**config.mk**
```make
export PLATFORM = sky130hd
export DESIGN_NAME = mem_access_unit
export DESIGN_NICKNAME = d
export VERILOG_FILES = /design/src/rtl/mem_access_unit.sv
export SDC_FILE = /design/constraint.sdc
export NUM_CORES = 1
export LEC_CHECK = 0
export CAP_MARGIN = 20
export CORE_MARGIN = 2
export CORE_UTILIZATION = 41
export DETAILED_ROUTE_END_ITERATION = 8
export HOLD_SLACK_MARGIN = 0.06
export PLACE_DENSITY = 0.81
export SYNTH_ARGS = -nofsm -noshare
export SYNTH_HDL_FRONTEND = slang
export SYNTH_SLANG_ARGS = --single-unit
```
**constraint.sdc**
```tcl
create_clock -name clock -period 2.09 [get_ports clock]
set_clock_uncertainty 0.2 [all_clocks]
set_input_delay 0.418 -clock clock [delete_from_list [all_inputs] [get_ports clock]]
set_output_delay 0.418 -clock clock [all_outputs]
set_load 0.01 [all_outputs]
```
**src/rtl/mem_access_unit.sv**
```systemverilog
// Data-memory access sequencer for the MEM stage: turns EX/MEM load/store
// requests into a req/ack memory transaction, stalls the pipeline meanwhile and flags errors.
module mem_access_unit #(
    parameter int TIMEOUT_CYCLES = 15
) (
    input  logic        clock,
    input  logic        reset,
    input  logic        ctrl_mem_read_ex_mem,
    input  logic        ctrl_mem_write_ex_mem,
    input  logic [31:0] alu_main_out_ex_mem,
    input  logic [31:0] reg_2_content_ex_mem,
    output logic        mem_req,
    output logic        mem_we,
    output logic [31:0] mem_addr,
    output logic [31:0] mem_wdata,
    input  logic        mem_ack,
    input  logic [31:0] mem_rdata,
    output logic [31:0] data_mem_out,
    output logic        stall_mem,
    output logic        mem_error,
    output logic [1:0]  mem_error_code
);

    typedef enum logic [1:0] {
        IDLE = 2'd0,
        REQ  = 2'd1,
        DONE = 2'd2
    } state_t;

    localparam logic [7:0] TIMEOUT_LAST = 8'(TIMEOUT_CYCLES - 1);

    state_t     state;
    logic [7:0] timeout_cnt;
    logic       access;
    logic [1:0] req_err_code;

    assign access = ctrl_mem_read_ex_mem | ctrl_mem_write_ex_mem;

    // Read+write together outranks misalignment when both apply.
    always_comb begin
        req_err_code = 2'b00;
        if (ctrl_mem_read_ex_mem && ctrl_mem_write_ex_mem)
            req_err_code = 2'b11;
        else if (alu_main_out_ex_mem[1:0] != 2'b00)
            req_err_code = 2'b01;
    end

    assign stall_mem = ((state == IDLE) && access) || (state == REQ);

    always_ff @(posedge clock) begin
        if (reset) begin
            state          <= IDLE;
            timeout_cnt    <= 8'd0;
            mem_req        <= 1'b0;
            mem_we         <= 1'b0;
            mem_addr       <= 32'd0;
            mem_wdata      <= 32'd0;
            data_mem_out   <= 32'd0;
            mem_error      <= 1'b0;
            mem_error_code <= 2'b00;
        end else begin
            case (state)
                IDLE: begin
                    if (access) begin
                        if (req_err_code != 2'b00) begin
                            state <= DONE;
                            if (!mem_error) begin
                                mem_error      <= 1'b1;
                                mem_error_code <= req_err_code;
                            end
                        end else begin
                            state       <= REQ;
                            mem_req     <= 1'b1;
                            mem_we      <= ctrl_mem_write_ex_mem;
                            mem_addr    <= alu_main_out_ex_mem;
                            mem_wdata   <= reg_2_content_ex_mem;
                            timeout_cnt <= 8'd0;
                        end
                    end
                end
                REQ: begin
                    // An ack arriving on the last allowed cycle still completes the access.
                    if (mem_ack) begin
                        state   <= DONE;
                        mem_req <= 1'b0;
                        if (!mem_we)
                            data_mem_out <= mem_rdata;
                    end else if (timeout_cnt == TIMEOUT_LAST) begin
                        state   <= DONE;
                        mem_req <= 1'b0;
                        if (!mem_we)
                            data_mem_out <= 32'd0;
                        if (!mem_error) begin
                            mem_error      <= 1'b1;
                            mem_error_code <= 2'b10;
                        end
                    end else begin
                        timeout_cnt <= timeout_cnt + 8'd1;
                    end
                end
                DONE: begin
                    state <= IDLE;
                end
                default: begin
                    state   <= IDLE;
                    mem_req <= 1'b0;
                end
            endcase
        end
    end

endmodule
```
==> results of run 1 <==
-- cell usage in the layout (no fill, tap or decap), types with 4 or more instances in the layout --
cell type,n
nand3_1,39
clkbuf_8,10
dfxtp_1,111
buf_12,5
o21ai_0,34
buf_4,17
nor2_1,9
and3_1,4
nand2_1,131
a21oi_1,99
clkdlybuf4s50_1,200
-- cells in the mapped netlist, types with 2 or more instances --
cell type	number
o21ai_0	34
nand3_1	39
nand4_1	2
ha_1	2
a21oi_1	99
inv_1	2
a311oi_1	2
nor2_1	10
nand2_1	132
and3_1	4
nor3_1	2
a41oi_1	2
and4_1	2
or4_1	2
a211oi_1	2
nand2b_1	3
a31oi_1	3
dfxtp_1	111
clkbuf_1	28
and2_1	2
buf_2	7
buf_6	4
nor4_2	2
-- per-stage QoR --
stage               cells  setup slack, ns  hold slack [ns]  utilization, %
detailed placement    834           -0.242            0.246            63.3
finish                850           0.0548            0.196            65.1
global route          850           0.0163            0.200            65.1
global placement      834           -0.194            0.241            63.3
CTS                   850           0.0538            0.172            65.1
floorplan             516            0.243            0.266               -
-- power by group through the flow --
stage	clock (uW)	combinational (uW)	sequential, uW
3_3_place_gp	0	607	2260
5_1_grt	1400	667	2220
2_1_floorplan	0	195	2290
6_report	1270	614	2210
4_1_cts	1320	620	2210
3_5_place_dp	0	617	2260
-- registers in the layout, indices dropped and copies added (netlist names) --
| register | count |
|---|---|
| mem_error | 1 |
| state | 2 |
| timeout_cnt | 8 |
| mem_error_code | 2 |
| mem_addr | 32 |
| mem_req | 1 |
| mem_wdata | 32 |
| mem_we | 1 |
| data_mem_out | 32 |
-- kinds of logic after synthesis --
family	count (synthesis)	share of synthesized area, %
and+or+nand+nor	207	22.0
buffers and inverters	43	5.09
DFF	111	52.6
adders and majority gates	2	0.592
AOI/OAI and AO/OA	152	19.5
xor gates and xnor gates	1	0.207
-- how the worst max path moves through the flow --
stage	startpoint	end	slack [ns]
2_1_floorplan	mem_ack	timeout_cnt[7]$_SDFFE_PP0P_	0.24
5_1_grt	ctrl_mem_write_ex_mem	stall_mem	0.02
3_3_place_gp	ctrl_mem_read_ex_mem	mem_wdata[21]$_SDFFE_PP0P_	-0.19
3_5_place_dp	ctrl_mem_read_ex_mem	mem_wdata[5]$_SDFFE_PP0P_	-0.24
6_report	ctrl_mem_write_ex_mem	stall_mem	0.05
4_1_cts	ctrl_mem_write_ex_mem	stall_mem	0.05
-- cell type report --
type | instances | area, sq um
multi-input cells | 362 | 1800
flip-flops and latches | 111 | 2220
repair buffers | 223 | 2240
clock buffers | 13 | 149
well taps | 136 | 170
inverters | 2 | 7.51
clock inverters | 3 | 42.5
fillers | 865 | 3550
-- routing by layer --
| metal | wire length [um] | up-vias |
|---|---|---|
| met5 | 0 | - |
| met4 | 191 | 0 |
| met3 | 972 | 13 |
| met2 | 6200 | 159 |
| met1 | 5150 | 1999 |
| li1 | - | 2149 |
-- repair_timing --
action	CTS	global route
pin swaps	0	0
endpoints found under the setup margin	1	1
gates resized for setup	1	1
==> qor.yml, run 1 <==
synthesis:
  ys_seq_area_share_pct: 52.6
  synthTopCellsByArea: "dfxtp_1 (53%), a21oi_1 (12%), nand2_1 (12%), nand3_1 (4.6%), o21ai_0 (4.0%)"
  avgSynthCellArea_sq_um: 8.19
  ys_types: 43
  ys_warn_count: 0
  synth_cells: 516
  ys_async_sr_fraction_pct: 0
  synth_area_sq_um: 4230
  ys_seq_elements: 111
  synth_ff_type: "dfxtp_1"
  synth_edf_count: 0
  synth.largest_area_cell: "dfxtp_1"
  netlist.area_leader.share_pct: 52.6
  syn-num-nets: 619
setup_path:
  max_stage_delay_ns: 0.44
  rr_startpoint: "state[1]$_SDFFE_PP0P_"
  crit_buf_inv: 2
  r2r_cells: 5
  critical_path.top_delay_family: "buffers and inverters"
  crit_type: "in -> out"
  critPathMaxFanout: 2
  r2r_slack_ns: 0.20
  crit_chain: "clkdlybuf4s50_1 > nor3_1 > nor2_1 > dlygate4sd2_1"
  slowest_stage: "clkdlybuf4s50_1"
  path_depth: 4
  end_kind: "output port"
  crit_required_ns: 1.47
  start_kind: "input pin"
  crit_arrival_ns: 1.42
  rr_endpoint: "mem_addr[20]$_SDFFE_PP0P_"
global_routing:
  grt_util_met2_pct: 40.1
  use_met3_pct: 6.43
  antenna_found_initial: 0
  grt_start_max_net_pins: 91
  grt_pass1_vias: 4332
  top_usage_layer: "met2"
  grt_overflow: 0
  grt_pass1_wl_um: 20700
  met1_usage_pct: 26.3
  grt.total_usage_pct: 22.9
finish:
  area_growth_pct: 56.9
  fin_area_sq_um: 6630
  diodes: 0
  nNetsFinal: 812
  drive_gt1_share_pct: 6.58
cts:
  holdBufCountCts: 0
  cts_buffer_depth: 2
  htree_levels: 3
  cts_num_sinks: 111
  cts_buffers: 9
  root_buffer: "clkbuf_8"
  clk_pin_slew_ns: 0.10
  postCtsSetupRepairBufs: 0
  worstSkewPairLatency_ns: 0.36
  cts_tree: "done"
place:
  io_buffers: 202
  place_area_sq_um: 6440
  dp_hpwl_um: 8870
  gp_congestion: 0.846
routing:
  drt_wl_total_um: 12500
  vias: 4320
  wl_per_cell_um: 14.7
  drc: 0
  antenna_left: 0
  drt-vias-per-instance: 5.08
  drtPass1Iterations: 7
  drt-initial-drc-count: 202
pwr:
  p_seq_share_pct: 54.1
  p_clk_share_pct: 30.9
  p_leak_uw: 0.00225
  swShare_pct: 23.8
  ir_worst_vdd_mv: 0.415
  switchingPower_uw: 976
  power_density_nw_per_um2: 617
  combPwrFrac_pct: 15.0
  power.internal_uw: 3120
  power_uw: 4100
die:
  fp.coreArea_sq_um: 10200
  die_h_um: 106
  ios: 203
  die_area_sq_um: 11100
  core.rowCount: 37
  die_w_um: 106
  start_util_pct: 41.5
sta:
  grt_setup_unrepaired: "false"
  min_period_over_period_pct: 97.4
  hold_viol_final: 0
  setup_viol: 0
  clock.fmax_ghz: 0.491
  tightest_slew_ns: 0.403
  slew_viol_final: 0
  fin_crit_ns: 2.04
  setup_tns_ns: 0
  slew-limit-headroom_pct: 73.1
status:
  status: "completed"
run:
  drv_cap: 0
hold_path:
  hold_path_class: "in -> reg"
  min_from: "reset"
  min_path_cells: 2
  hold-path-endpoint: "state[0]$_SDFFE_PP0P_"
Note: power is estimated with default switching activity, not from simulation.
==> run 2, diff against run 1 <==
--- a/config.mk
+++ b/config.mk
@@ -5,9 +5,11 @@
 export SDC_FILE = /design/constraint.sdc
 export NUM_CORES = 1
 export LEC_CHECK = 0
+export ABC_AREA = 1
 export CAP_MARGIN = 20
 export CORE_MARGIN = 2
-export CORE_UTILIZATION = 41
+export CORE_UTILIZATION = 42
+export CTS_CLUSTER_DIAMETER = 50
 export DETAILED_ROUTE_END_ITERATION = 8
 export HOLD_SLACK_MARGIN = 0.06
 export PLACE_DENSITY = 0.81
==> run 2 against run 1 <==
Clock power rose by 13%. Combinational power rose by 39%. Largest power group unchanged. Area after synthesis rose by 6.4%. Utilization rose by 1.4 points. Final cell count rose by 12%. Fmax rose by 0.82%.
==> qor.yml, run 2 <==
finish:
  diodes: 0  # unchanged
  layout_common_cells: "clkdlybuf4s50_1 (201), nor2_1 (176), dfxtp_1 (110)"  # was clkdlybuf4s50_1 (200), nand2_1 (131), dfxtp_1 (111)
  area_growth_pct: 53.4  # was 56.9%
  final_common_cell: "clkdlybuf4s50_1"  # unchanged
  reg_top3: "data_mem_out: 32 flops, mem_addr: 32 flops, mem_wdata: 32 flops"  # unchanged
  drive_gt1_share_pct: 6.27  # was 6.58%
  fin_cells: 950  # was 850
  nNetsFinal: 912  # was 812
  nFillCells: 869  # was 865
setup_path:
  crit_chain: "clkdlybuf4s50_1 > nor2_1 > o21ai_0 > dlygate4sd2_1"  # was clkdlybuf4s50_1 > nor3_1 > nor2_1 > dlygate4sd2_1
  critPathMaxFanout: 2  # unchanged
  start_kind: "input pin"  # unchanged
  max_stage_delay_ns: 0.48  # was 0.44 ns
  slowest_stage: "clkdlybuf4s50_1"  # unchanged
  crit_arrival_ns: 1.40  # was 1.42 ns
  crit_required_ns: 1.47  # about the same
  end_kind: "output port"  # unchanged
  rr_startpoint: "timeout_cnt[0]$_SDFFE_PP0P_"  # was state[1]$_SDFFE_PP0P_
  crit_buf_inv: 2  # unchanged
  crit_type: "in -> out"  # unchanged
  critical_path.top_delay_family: "buffers and inverters"  # unchanged
  startpoint: "ctrl_mem_write_ex_mem"  # unchanged
die:
  fp.coreArea_sq_um: 10400  # was 10200 sq um
  die_w_um: 108  # was 106 um
  die_area_sq_um: 11600  # was 11100 sq um
  ios: 203  # unchanged
  die_h_um: 108  # was 106 um
  core.rowCount: 37  # unchanged
  start_util_pct: 43.4  # was 41.5%
sta:
  slew_viol_final: 0  # unchanged
  hold_viol_final: 0  # unchanged
  clock.fmax_ghz: 0.495  # was 0.491 GHz
  slew-limit-headroom_pct: 60.5  # was 73.1%
  setup_viol: 0  # unchanged
  fin_crit_ns: 2.02  # was 2.04 ns
  grt_setup_unrepaired: "false"  # unchanged
  tightest_slew_ns: 0.593  # was 0.403 ns
  min_period_over_period_pct: 96.6  # was 97.4%
place:
  dp_hpwl_um: 9410  # was 8870 um
  gp_congestion: 0.922  # was 0.846
  dp_cells: 934  # was 834
  io_buffers: 202  # unchanged
global_routing:
  top_usage_layer: "met2"  # unchanged
  grt_pass1_vias: 4402  # was 4332
  grt_util_met2_pct: 36.8  # was 40.1%
  grt_overflow: 0  # unchanged
  use_met3_pct: 9.02  # was 6.43%
  grt_pass1_wl_um: 20600  # was 20700 um
  grt.total_usage_pct: 22.0  # was 22.9%
  grt_start_max_net_pins: 65  # was 91
  met1_usage_pct: 24.8  # was 26.3%
  antenna_found_initial: 0  # unchanged
hold_path:
  hold_path_class: "reg -> reg"  # was in -> reg
  min_from: "mem_addr[1]$_SDFFE_PP0P_"  # was reset
synthesis:
  ys_types: 25  # was 43
  synth.most_common_cell: "nor2_1"  # was nand2_1
  ys_warn_count: 0  # unchanged
  synth_edf_count: 0  # unchanged
  synth_ff_type: "dfxtp_1"  # unchanged
  avgSynthCellArea_sq_um: 7.26  # was 8.19 sq um
  synth.largest_area_cell: "dfxtp_1"  # unchanged
  synth_area_sq_um: 4500  # was 4230 sq um
  ys_async_sr_fraction_pct: 0  # unchanged
  synthTopCellsByArea: "dfxtp_1 (49%), nor2_1 (15%), nand2_1 (8.7%), a21oi_1 (5.0%), nand3_1 (4.4%)"  # was dfxtp_1 (53%), a21oi_1 (12%), nand2_1 (12%), nand3_1 (4.6%), o21ai_0 (4.0%)
  netlist_top_cells_count: "nor2_1 (176), dfxtp_1 (111), nand2_1 (104)"  # was nand2_1 (132), dfxtp_1 (111), a21oi_1 (99)
  ys_seq_elements: 111  # unchanged
  syn-num-nets: 723  # was 619
  synth_cells: 620  # was 516
  netlist.area_leader.share_pct: 49.4  # was 52.6%
  ys_seq_area_share_pct: 49.4  # was 52.6%
cts:
  htree_levels: 3  # unchanged
  root_buffer: "clkbuf_8"  # unchanged
  cts_buffers: 9  # unchanged
  cts_tree: "done"  # unchanged
  postCtsSetupRepairBufs: 0  # unchanged
  worstSkewPairLatency_ns: 0.37  # was 0.36 ns
  cts_buffer_depth: 2  # unchanged
  cts_num_sinks: 111  # unchanged
  clk_pin_slew_ns: 0.10  # about the same
pwr:
  combPwrFrac_pct: 18.7  # was 15.0%
  swShare_pct: 25.6  # was 23.8%
  p_clk_share_pct: 31.5  # was 30.9%
  power_density_nw_per_um2: 662  # was 617 nW/um^2
  p_leak_uw: 0.00266  # was 0.00225 uW
  switchingPower_uw: 1170  # was 976 uW
  power_uw: 4570  # was 4100 uW
  p_seq_share_pct: 49.8  # was 54.1%
  power.internal_uw: 3400  # was 3120 uW
  ir_worst_vdd_mv: 0.438  # was 0.415 mV
status:
  status: "completed"  # unchanged
routing:
  vias: 4700  # was 4320
  wl_per_cell_um: 13.7  # was 14.7 um
  drt-initial-drc-count: 317  # was 202
  antenna_left: 0  # unchanged
  drt_wl_total_um: 13000  # was 12500 um
  drc: 0  # unchanged
  drtPass1Iterations: 4  # was 7
  drt-vias-per-instance: 4.95  # was 5.08
run:
  drv_cap: 0  # unchanged
-- run 2: changes by cell type after synthesis, moves of 5 or more --
cell	change
buf_1	+5
a21oi_1	-54
nor2_1	+166
nand2_1	-28
buf_2	+6
inv_1	+9
o21ai_1	+29
clkbuf_1	-15
-- run 2: cell families after synthesis --
logic type	share of synthesized area, %
simple gates	30.5
compound gates	12.9
flops	49.4
buf+inv	6.70
fa+ha+maj	0.556
-- run 2: repair_timing --
item	4_1_cts	5_1_grt
setup endpoints to repair	1	1
hold buffers	0	0
resized for setup	1	1
-- run 2: final cells by class --
type | instances | area (sq um) | share of cell area (%)
clock buffer | 10 | 138 | 1.99
clock inverter | 6 | 93.8 | 1.36
inverter | 15 | 56.3 | 0.816
multi-input combinational | 452 | 1980 | 28.6
sequential | 111 | 2220 | 32.2
tap | 136 | 170 | 2.47
timing repair buffer | 220 | 2240 | 32.5
-- run 2: power groups by stage --
stage / combinational [uW] / clock, uW / sequential (uW)
floorplan: 326 / 0 / 2360
global placement: 835 / 0 / 2320
detailed placement: 854 / 0 / 2320
CTS: 857 / 1480 / 2270
global route: 933 / 1570 / 2290
finish: 855 / 1440 / 2270
-- run 2: through the flow --
step	hold slack [ns]	utilization (%)	setup slack, ns	area (sq um)	TNS (ns)
floorplan	0.259	-	0.512	4500	0
global placement	0.237	64.3	-0.187	6670	-2.07
detailed placement	0.236	64.3	-0.208	6670	-4.97
CTS	0.252	66.5	0.0498	6900	0
global route	0.288	66.5	0.0127	6900	0
finish	0.249	66.5	0.0713	6900	0
-- run 2: metal layers --
metal  share of wire (%)  wire length, um  vias up
met2                  47             6100      183
met4                 2.1              274        0
met3                  11             1380       19
li1                    -                -     2366
met1                  41             5290     2132
met5                   0                0        -
-- run 2: tightest hold or removal path, stage by stage, from the launching register on --
cell and delay, ns:
dfxtp_1 0.32, nand2_1 0.06, nor2_1 0.04
-- run 2: path summary, 6_finish.rpt --
check	slack [ns]	end	cells past startpoint
max	0.07	stall_mem	4
min	0.25	mem_addr[1]$_SDFFE_PP0P_	2
max reg2reg	0.25	data_mem_out[2]$_SDFFE_PP0P_	10
min reg2reg	0.25	mem_addr[1]$_SDFFE_PP0P_	2
